**src/rtl/ee_pkg.sv**
```systemverilog
// Shared types and default timing for the EEPROM timing sequencer.
// EE_SEQ_VERIFY_EN adds the read-back verify state VF_P.
package ee_pkg;

    typedef enum logic [1:0] {
        EE_READ        = 2'd0,
        EE_WRITE       = 2'd1,
        EE_ERASE       = 2'd2,
        EE_ERASE_WRITE = 2'd3
    } ee_op_t;

    typedef enum logic [2:0] {
        IDLE = 3'd0,
        RD_P = 3'd1,
        ER_P = 3'd2,
        ER_R = 3'd3,
        WR_P = 3'd4,
        WR_R = 3'd5,
        FIN  = 3'd6
`ifdef EE_SEQ_VERIFY_EN
        , VF_P = 3'd7
`endif
    } state_t;

    localparam int T_RD_DEF  = 2;
    localparam int T_WR_DEF  = 16;
    localparam int T_ER_DEF  = 32;
    localparam int T_REC_DEF = 2;

    function automatic int max4(input int a, input int b, input int c, input int d);
        int m;
        m = a;
        if (b > m) m = b;
        if (c > m) m = c;
        if (d > m) m = d;
        return m;
    endfunction

endpackage

```
**src/rtl/ee_tmr.sv**
```systemverilog
// Loadable down-counter with a zero flag; holds at zero until reloaded.
module ee_tmr #(
    parameter int W = 6
) (
    input  logic         clk,
    input  logic         nreset,
    input  logic         load,
    input  logic [W-1:0] load_val,
    output logic         zero
);

    logic [W-1:0] cnt;

    always_ff @(posedge clk or negedge nreset) begin
        if (!nreset) begin
            cnt <= '0;
        end else if (load) begin
            cnt <= load_val;
        end else if (cnt != '0) begin
            cnt <= cnt - 1'b1;
        end
    end

    assign zero = (cnt == '0);

endmodule

```
**src/rtl/ee_seq.sv**
```systemverilog
// EEPROM macro timing sequencer: turns one-cycle core commands into timed RD/WR/ERASE strobes.
// Optional read-back verify after every write is enabled by EE_SEQ_VERIFY_EN.
module ee_seq
    import ee_pkg::*;
#(
    parameter int T_RD  = T_RD_DEF,
    parameter int T_WR  = T_WR_DEF,
    parameter int T_ER  = T_ER_DEF,
    parameter int T_REC = T_REC_DEF
) (
    input  logic       clk,
    input  logic       nreset,
    input  logic       cmd_valid,
    input  logic [1:0] cmd_op,
    input  logic [7:0] cmd_addr,
    input  logic [7:0] cmd_wdata,
    output logic       busy,
    output logic       done,
    output logic [7:0] rdata,
    output logic       err,
    output logic [7:0] ee_a,
    output logic [7:0] ee_d,
    output logic       ee_rd,
    output logic       ee_wr,
    output logic       ee_erase,
    input  logic [7:0] ee_q,
    output logic [2:0] dbg_state
);

    localparam int CW = $clog2(max4(T_RD, T_WR, T_ER, T_REC)) + 1;
    localparam logic [CW-1:0] LD_RD  = CW'(T_RD - 1);
    localparam logic [CW-1:0] LD_WR  = CW'(T_WR - 1);
    localparam logic [CW-1:0] LD_ER  = CW'(T_ER - 1);
    localparam logic [CW-1:0] LD_REC = CW'(T_REC - 1);

    state_t        state, state_nxt;
    ee_op_t        op_q, op_nxt;
    logic          busy_nxt, done_nxt, err_nxt;
    logic          rd_nxt, wr_nxt, er_nxt;
    logic [7:0]    rdata_nxt, a_nxt, d_nxt;
    logic          ld;
    logic [CW-1:0] ld_val;
    logic          zero;

    ee_tmr #(.W(CW)) u_tmr (
        .clk      (clk),
        .nreset   (nreset),
        .load     (ld),
        .load_val (ld_val),
        .zero     (zero)
    );

    always_ff @(posedge clk or negedge nreset) begin
        if (!nreset) begin
            state    <= IDLE;
            op_q     <= EE_READ;
            busy     <= 1'b0;
            done     <= 1'b0;
            rdata    <= 8'h00;
            err      <= 1'b0;
            ee_a     <= 8'h00;
            ee_d     <= 8'h00;
            ee_rd    <= 1'b0;
            ee_wr    <= 1'b0;
            ee_erase <= 1'b0;
        end else begin
            state    <= state_nxt;
            op_q     <= op_nxt;
            busy     <= busy_nxt;
            done     <= done_nxt;
            rdata    <= rdata_nxt;
            err      <= err_nxt;
            ee_a     <= a_nxt;
            ee_d     <= d_nxt;
            ee_rd    <= rd_nxt;
            ee_wr    <= wr_nxt;
            ee_erase <= er_nxt;
        end
    end

    // Strobe next-values are set only on the cycle that enters or stays in a pulse state,
    // so the registered strobe lines up exactly with the state and never overlaps.
    always_comb begin
        state_nxt = state;
        op_nxt    = op_q;
        busy_nxt  = busy;
        done_nxt  = 1'b0;
        err_nxt   = err;
        rdata_nxt = rdata;
        a_nxt     = ee_a;
        d_nxt     = ee_d;
        rd_nxt    = 1'b0;
        wr_nxt    = 1'b0;
        er_nxt    = 1'b0;
        ld        = 1'b0;
        ld_val    = '0;
        case (state)
            IDLE: begin
                busy_nxt = 1'b0;
                if (cmd_valid) begin
                    op_nxt   = ee_op_t'(cmd_op);
                    a_nxt    = cmd_addr;
                    d_nxt    = cmd_wdata;
                    err_nxt  = 1'b0;
                    busy_nxt = 1'b1;
                    ld       = 1'b1;
                    case (ee_op_t'(cmd_op))
                        EE_READ:  begin state_nxt = RD_P; ld_val = LD_RD; rd_nxt = 1'b1; end
                        EE_WRITE: begin state_nxt = WR_P; ld_val = LD_WR; wr_nxt = 1'b1; end
                        default:  begin state_nxt = ER_P; ld_val = LD_ER; er_nxt = 1'b1; end
                    endcase
                end
            end
            RD_P: begin
                if (zero) begin
                    rdata_nxt = ee_q;
                    state_nxt = FIN;
                    done_nxt  = 1'b1;
                    busy_nxt  = 1'b0;
                end else begin
                    rd_nxt = 1'b1;
                end
            end
            ER_P: begin
                if (zero) begin
                    state_nxt = ER_R;
                    ld        = 1'b1;
                    ld_val    = LD_REC;
                end else begin
                    er_nxt = 1'b1;
                end
            end
            ER_R: begin
                if (zero) begin
                    if (op_q == EE_ERASE_WRITE) begin
                        state_nxt = WR_P;
                        ld        = 1'b1;
                        ld_val    = LD_WR;
                        wr_nxt    = 1'b1;
                    end else begin
                        state_nxt = FIN;
                        done_nxt  = 1'b1;
                        busy_nxt  = 1'b0;
                    end
                end
            end
            WR_P: begin
                if (zero) begin
                    state_nxt = WR_R;
                    ld        = 1'b1;
                    ld_val    = LD_REC;
                end else begin
                    wr_nxt = 1'b1;
                end
            end
            WR_R: begin
                if (zero) begin
`ifdef EE_SEQ_VERIFY_EN
                    state_nxt = VF_P;
                    ld        = 1'b1;
                    ld_val    = LD_RD;
                    rd_nxt    = 1'b1;
`else
                    state_nxt = FIN;
                    done_nxt  = 1'b1;
                    busy_nxt  = 1'b0;
`endif
                end
            end
`ifdef EE_SEQ_VERIFY_EN
            VF_P: begin
                if (zero) begin
                    rdata_nxt = ee_q;
                    err_nxt   = (ee_q != ee_d);
                    state_nxt = FIN;
                    done_nxt  = 1'b1;
                    busy_nxt  = 1'b0;
                end else begin
                    rd_nxt = 1'b1;
                end
            end
`endif
            FIN: begin
                state_nxt = IDLE;
                busy_nxt  = 1'b0;
            end
            default: begin
                state_nxt = IDLE;
                busy_nxt  = 1'b0;
            end
        endcase
    end

    assign dbg_state = state;

endmodule

```
**config.mk**
```make
export PLATFORM = sky130hd
export DESIGN_NAME = ee_seq
export DESIGN_NICKNAME = d
export VERILOG_FILES = /design/src/rtl/ee_pkg.sv /design/src/rtl/ee_tmr.sv /design/src/rtl/ee_seq.sv
export SDC_FILE = /design/constraint.sdc
export NUM_CORES = 1
export LEC_CHECK = 0
export CAP_MARGIN = 20
export CORE_MARGIN = 1
export CORE_UTILIZATION = 35
export CTS_CLUSTER_SIZE = 10
export DETAILED_ROUTE_END_ITERATION = 16
export PLACE_DENSITY = 0.73
export SLEW_MARGIN = 10
export SYNTH_ARGS = -nofsm -noshare
export SYNTH_HDL_FRONTEND = slang
export SYNTH_HIERARCHICAL = 1
export SYNTH_SLANG_ARGS = --single-unit
```
**constraint.sdc**
```tcl
create_clock -name clk -period 2.8 [get_ports clk]
set_input_delay 0.56 -clock clk [delete_from_list [all_inputs] [get_ports clk]]
set_output_delay 0.56 -clock clk [all_outputs]
set_load 0.05 [all_outputs]
```
## After elaboration in Yosys (flattened, before gate mapping)

Cells that the tools add are included.
Widths: inputs -> output; s select.

- Add/subtract/negate cells: 1
- Eq/ne operators: 13
- Multiplexer cells: 38
- Bitwise logic cells: 1
- Reduce and logical (&&, ||, !) cells: 12

Operators with widths:

| kind | count |
|---|---|
| $mux 1 | 17 |
| $mux 3 | 5 |
| $pmux 3 s5 | 1 |
| $pmux 5 s3 | 1 |
| $mux 6 | 2 |
| $pmux 5 s2 | 1 |
| $mux 4 | 2 |
| $ne 2x1->1 const B | 4 |
| $eq 3x2->1 const B | 2 |
| $eq 3x3->1 const B | 2 |
| $logic_not 6->1 | 1 |
| $pmux 1 s2 | 3 |
| $pmux 1 s3 | 2 |
| $pmux 3 s2 | 1 |
| $reduce_bool 6->1 | 1 |
| $reduce_or 2->1 | 3 |
| $sub 6x1->6 const B | 1 |
| $mux 5 | 1 |
| $reduce_and 5->1 | 1 |
| $ne 2x2->1 const B | 2 |
| $pmux 1 s4 | 1 |
| $reduce_and 2->1 | 2 |
| $reduce_and 4->1 | 1 |
| $eq 3x1->1 const B | 1 |
| other kinds (7) | 7 |

- Bits in registers: 40
- Input bits: 29
- Output and inout port bits: 33
- Word-level logic and storage cells: 76

## Longest topological paths before layout

- Depth in word-level cells: 5
- Gate-level depth with buffers: 9
- Mapped depth without buffers: 8

## Cells and area by module

The synthesis kept the hierarchy.

By module, submodules not included:

| module | instances | cells an instance | area an instance (sq um) | sequential area each (sq um) |
|---|---|---|---|---|
| ee_seq | 1 | 113 | 1527.7 | 850.8 |
| ee_tmr | 1 | 40 | 400.4 | 150.1 |

## Worst setup path before layout

No wires, ideal clock.

- Kind: reg-to-reg
- From: register state[0] (netlist: dbg_state[0])
- To: register u_tmr.cnt[0]
- Setup time: 0.149 ns
- Data arrival time: 2.060 ns
- Required time: 2.651 ns
- Setup slack: 0.591 ns
- Stages on the path, launching flop included: 7
- Buffers on the path: 3
- Clock period less this slack: 2.209 ns
- Cells stage by stage: dfrtp_1 -> buf_6 -> nor4b_4 -> buf_6 -> o21bai_1 -> clkbuf_1 -> a221oi_1

- Longest elaborated chain between the ends: 4
- Elaborated cells on any way between the ends: 9
- Classes of those cells: 3 x eq/ne; 3 x mux; 3 x reduce/logical

RTL lines:

| what | RTL line | RTL |
|---|---|---|
| start: declaration | ee_seq.sv:36 | `state_t state, state_nxt;` |
| start signal: assignment | ee_seq.sv:67 | `state <= state_nxt;` |
| $eq 3x3->1 or $eq 3x2->1 (tied branches) | ee_seq.sv:97 | `case (state)` |
| $reduce_or 2->1 (no line) | - |  |
| $pmux 1 s3 * | ee_seq.sv:97 |  |
| named net ld | ee_seq.sv:41 | `logic ld;` |
| $mux 6 or $reduce_bool 2->1 (tied branches) | - |  |
| end signal: assignment | ee_tmr.sv:18 | `cnt <= load_val;` |
| end signal: assignment | ee_tmr.sv:20 | `cnt <= cnt - 1'b1;` |
| end: declaration | ee_tmr.sv:12 | `logic [W-1:0] cnt;` |

Mark *: on every way through the listed nets, which the timed path passes. The rest lies on a longest branch.
A chain may end at the register's enable or synchronous reset.

## Worst setup path in the final report

- From: register state[1] (netlist: dbg_state[1])
- To: output port dbg_state[1]

RTL lines:

| what | RTL line | RTL |
|---|---|---|
| end: declaration | ee_seq.sv:27 | `output logic [2:0] dbg_state` |

No word-level cell between the ends.

==> impl_metrics.sql <==
INSERT INTO impl_metrics (metric_group, metric, value, unit) VALUES
('outcome', 'run_status', 'completed', ''),
('synth', 'count_of_yosys_warnings_during_synthesis', '6', ''),
('finish', 'total_area_of_multi_input_combinational_cells', '840', 'um^2'),
('floorplan', 'design.die.area', '0.00581', 'mm^2'),
('cts', 'holdBufCountCts', '0', ''),
('critical_path', 'worst_path_max_delay_cell', 'sky130_fd_sc_hd__clkdlybuf4s50_1', ''),
('pwr', 'switchingPower', '1.35', 'mW'),
('pwr', 'p_clk_frac', '0.163', ''),
('cts', 'clk_pin_slew_worst_paths', '80', 'ps'),
('global_routing', 'number_of_global_route_vias_before_repair', '1449', ''),
('cts', 'cts_buffers', '5', ''),
('global_routing', 'global_route_wire_length_before_repair', '6930', 'um'),
('cts', 'clock_tree.root_cell', 'sky130_fd_sc_hd__clkbuf_8', ''),
('cts', 'clock-sinks', '40', ''),
('finish', 'seq_area', '0.00100', 'mm^2'),
('floorplan', 'width_of_the_die', '76.2', 'um'),
('placed_design', 'place.port_buffers', '60', ''),
('cts', 'ctsResizeCount', '0', ''),
('synth', 'syn_area', '0.00193', 'mm^2'),
('critical_path', 'cp_cell_sequence', 'clkdlybuf4s50_1', ''),
('critical_path', 'type_of_the_setup_path_with_the_least_slack', 'reg2out', ''),
('sta', 'setup-tns-final', '0', 'ps'),
('finish', 'finalNetCount', '248', ''),
('sta', 'final_critical_path_setup_slack', '356', 'ps'),
('sta', 'finalCritPeriodShare', '0.873', ''),
('detailed_routing', 'remaining_number_of_nets_flagged_by_the_antenna_check_after_routing', '0', ''),
('global_routing', 'global_route.overflow_total', '0', ''),
('pwr', 'power.switching_fraction', '0.429', ''),
('detailed_routing', 'remaining_drc_errors', '0', ''),
('critical_path', 'setup.worst_path.end_class', 'output pin', ''),
('detailed_routing', 'post_drt_wl_per_cell', '13.6', 'um'),
('sta', 'slew_viol_final', '0', ''),
('hold_path', 'min_path_type', 'in2async', ''),
('finish', 'final_core_density', '0.519', ''),
('finish', 'n_fill_cell', '488', ''),
('detailed_routing', 'vias', '1401', ''),
('placed_design', 'place.gp.congestion', '0.771', ''),
('floorplan', 'initial_utilization', '0.370', ''),
('synth', 'netlist-cell-type-count', '47', ''),
('placed_design', 'placement.setup.worst_slack', '538', 'ps'),
('global_routing', 'grt_antenna_before_repair', '0', ''),
('synth', 'synth.yosys.seq_area_share', '0.519', ''),
('pwr', 'leakage_power_total', '1.14', 'nW'),
('floorplan', 'rows', '26', ''),
('sta', 'clock-skew-final', '8.86', 'ps'),
('floorplan', 'floorplan.core_area', '0.00520', 'mm^2'),
('finish', 'most_frequent_cells_in_the_layout', '59 x sky130_fd_sc_hd__clkdlybuf4s50_1, 40 x sky130_fd_sc_hd__dfrtp_1, 16 x sky130_fd_sc_hd__mux2_2, 10 x sky130_fd_sc_hd__nand2_1, 10 x sky130_fd_sc_hd__mux2_4', ''),
('pwr', 'p_int', '1.80', 'mW'),
('sta', 'timing.fmax', '409', 'MHz'),
('finish', 'commonest_non_fill_non_tap_cell_in_the_layout', 'sky130_fd_sc_hd__clkdlybuf4s50_1', ''),
('critical_path', 'cp_max_fo', '16', ''),
('pwr', 'powerDensity', '1160', 'mW/mm^2'),
('sta', 'slew_headroom', '0.426', ''),
('critical_path', 'worst-r2r-cell-count', '5', ''),
('pwr', 'comb_power_share', '0.523', ''),
('cts', 'cts-root-to-sink-buffers', '2', ''),
('placed_design', 'number_of_cells_after_detailed_placement', '280', ''),
('detailed_routing', 'drt_first_iter_violations', '65', ''),
('detailed_routing', 'vias_per_cell', '4.86', ''),
('synth', 'asyncSetResetFlopFracSynth', '1.00', ''),
('finish', 'stdcell_count', '288', ''),
('finish', 'area_growth_syn_to_layout', '40.2', '%'),
('pwr', 'p_seq_frac', '0.314', ''),
('synth', 'yosys_register_bits', '40', ''),
('synth', 'dominantRegCellSynth', 'sky130_fd_sc_hd__dfrtp_1', ''),
('pwr', 'vdd_ir_drop_max', '935', 'uV'),
('synth', 'number_of_flops_mapped_to_enable_cells_by_yosys', '0', ''),
('finish', 'num_antenna_cells', '0', ''),
('critical_path', 'critical_path.startpoint_type', 'flop', ''),
('sta', 'period_minus_slack', '2440', 'ps'),
('sta', 'fin_worst_hold_slack', '373', 'ps');
[state kept, by name (all words and copies together), names as in the netlist]
name	flops
ee_d	8
ee_rd	1
ee_a	8
u_tmr/cnt	6
busy	1
ee_erase	1
ee_wr	1
rdata	8
dbg_state	3
done	1
op_q	2
[worst max path at each step]
stage / from / depth (start not counted) / to
after floorplan: dbg_state[0]$_DFFE_PN0P_ / 6 / u_tmr/cnt[0]$_DFFE_PN0P_
after global placement: cmd_valid / 6 / u_tmr/cnt[0]$_DFFE_PN0P_
after detailed placement: cmd_valid / 6 / u_tmr/cnt[0]$_DFFE_PN0P_
after CTS: dbg_state[1]$_DFFE_PN0P_ / 1 / dbg_state[1]
after global routing: dbg_state[1]$_DFFE_PN0P_ / 1 / dbg_state[1]
final: dbg_state[1]$_DFFE_PN0P_ / 1 / dbg_state[1]
[Yosys cell counts, drive strengths merged (2+ instances only)]
library cell	number	area [um^2]
dfrtp	40	1000
mux2	26	330
nand2	10	37.5
nor2	8	37.5
a21oi	6	30.0
buf	6	61.3
inv	6	22.5
o21ai	4	20.0
a221oi	3	32.5
o31ai	3	22.5
xnor2	3	26.3
a31oi	2	12.5
and2	2	15.0
clkbuf	2	7.51
ha	2	25.0
nand2b	2	12.5
nand3	2	10.0
nor2b	2	12.5
nor3	2	15.0
nor3b	2	15.0
o22ai	2	12.5
[power by group through the flow]
| stage | Combinational, mW | Sequential, mW | Clock [mW] |
|---|---|---|---|
| global route | 1.75 | 1.02 | 0.552 |
| floorplan | 0.575 | 1.57 | 0 |
| finish | 1.65 | 0.988 | 0.515 |
| CTS | 1.66 | 0.989 | 0.529 |
| global placement | 1.63 | 0.994 | 0 |
| detailed placement | 1.65 | 0.994 | 0 |
[logic make-up after synthesis]
family | count (synthesis) | synth area share
compound gates | 27 | 0.0999
xor+xnor | 4 | 0.0182
fa+ha+maj | 2 | 0.0130
buf+inv | 14 | 0.0474
flops | 40 | 0.519
mux | 27 | 0.177
other cells | 1 | 0.00194
simple gates | 38 | 0.124
[metrics by stage]
step | area (um^2) | power (mW)
6_report | 2700 | 3.15
5_1_grt | 2700 | 3.32
4_1_cts | 2700 | 3.17
3_5_place_dp | 2580 | 2.64
3_3_place_gp | 2580 | 2.62
2_1_floorplan | 1930 | 2.14
[layer usage]
metal | share of wire | GRT usage
met1 | 0.45 | 0.198
met5 | 0 | 0
met3 | 0.057 | 0.0347
met4 | 0.021 | 0.0750
met2 | 0.47 | 0.231
[final cells by class]
cell class / instances / area share
inverter: 6 / 0.00833
tap: 70 / 0.0324
clock buffer: 7 / 0.0356
sequential: 40 / 0.370
clock inverter: 1 / 0.0111
timing repair buffer: 64 / 0.231
multi-input combinational: 100 / 0.311
Power figures use the tool's default switching activity.
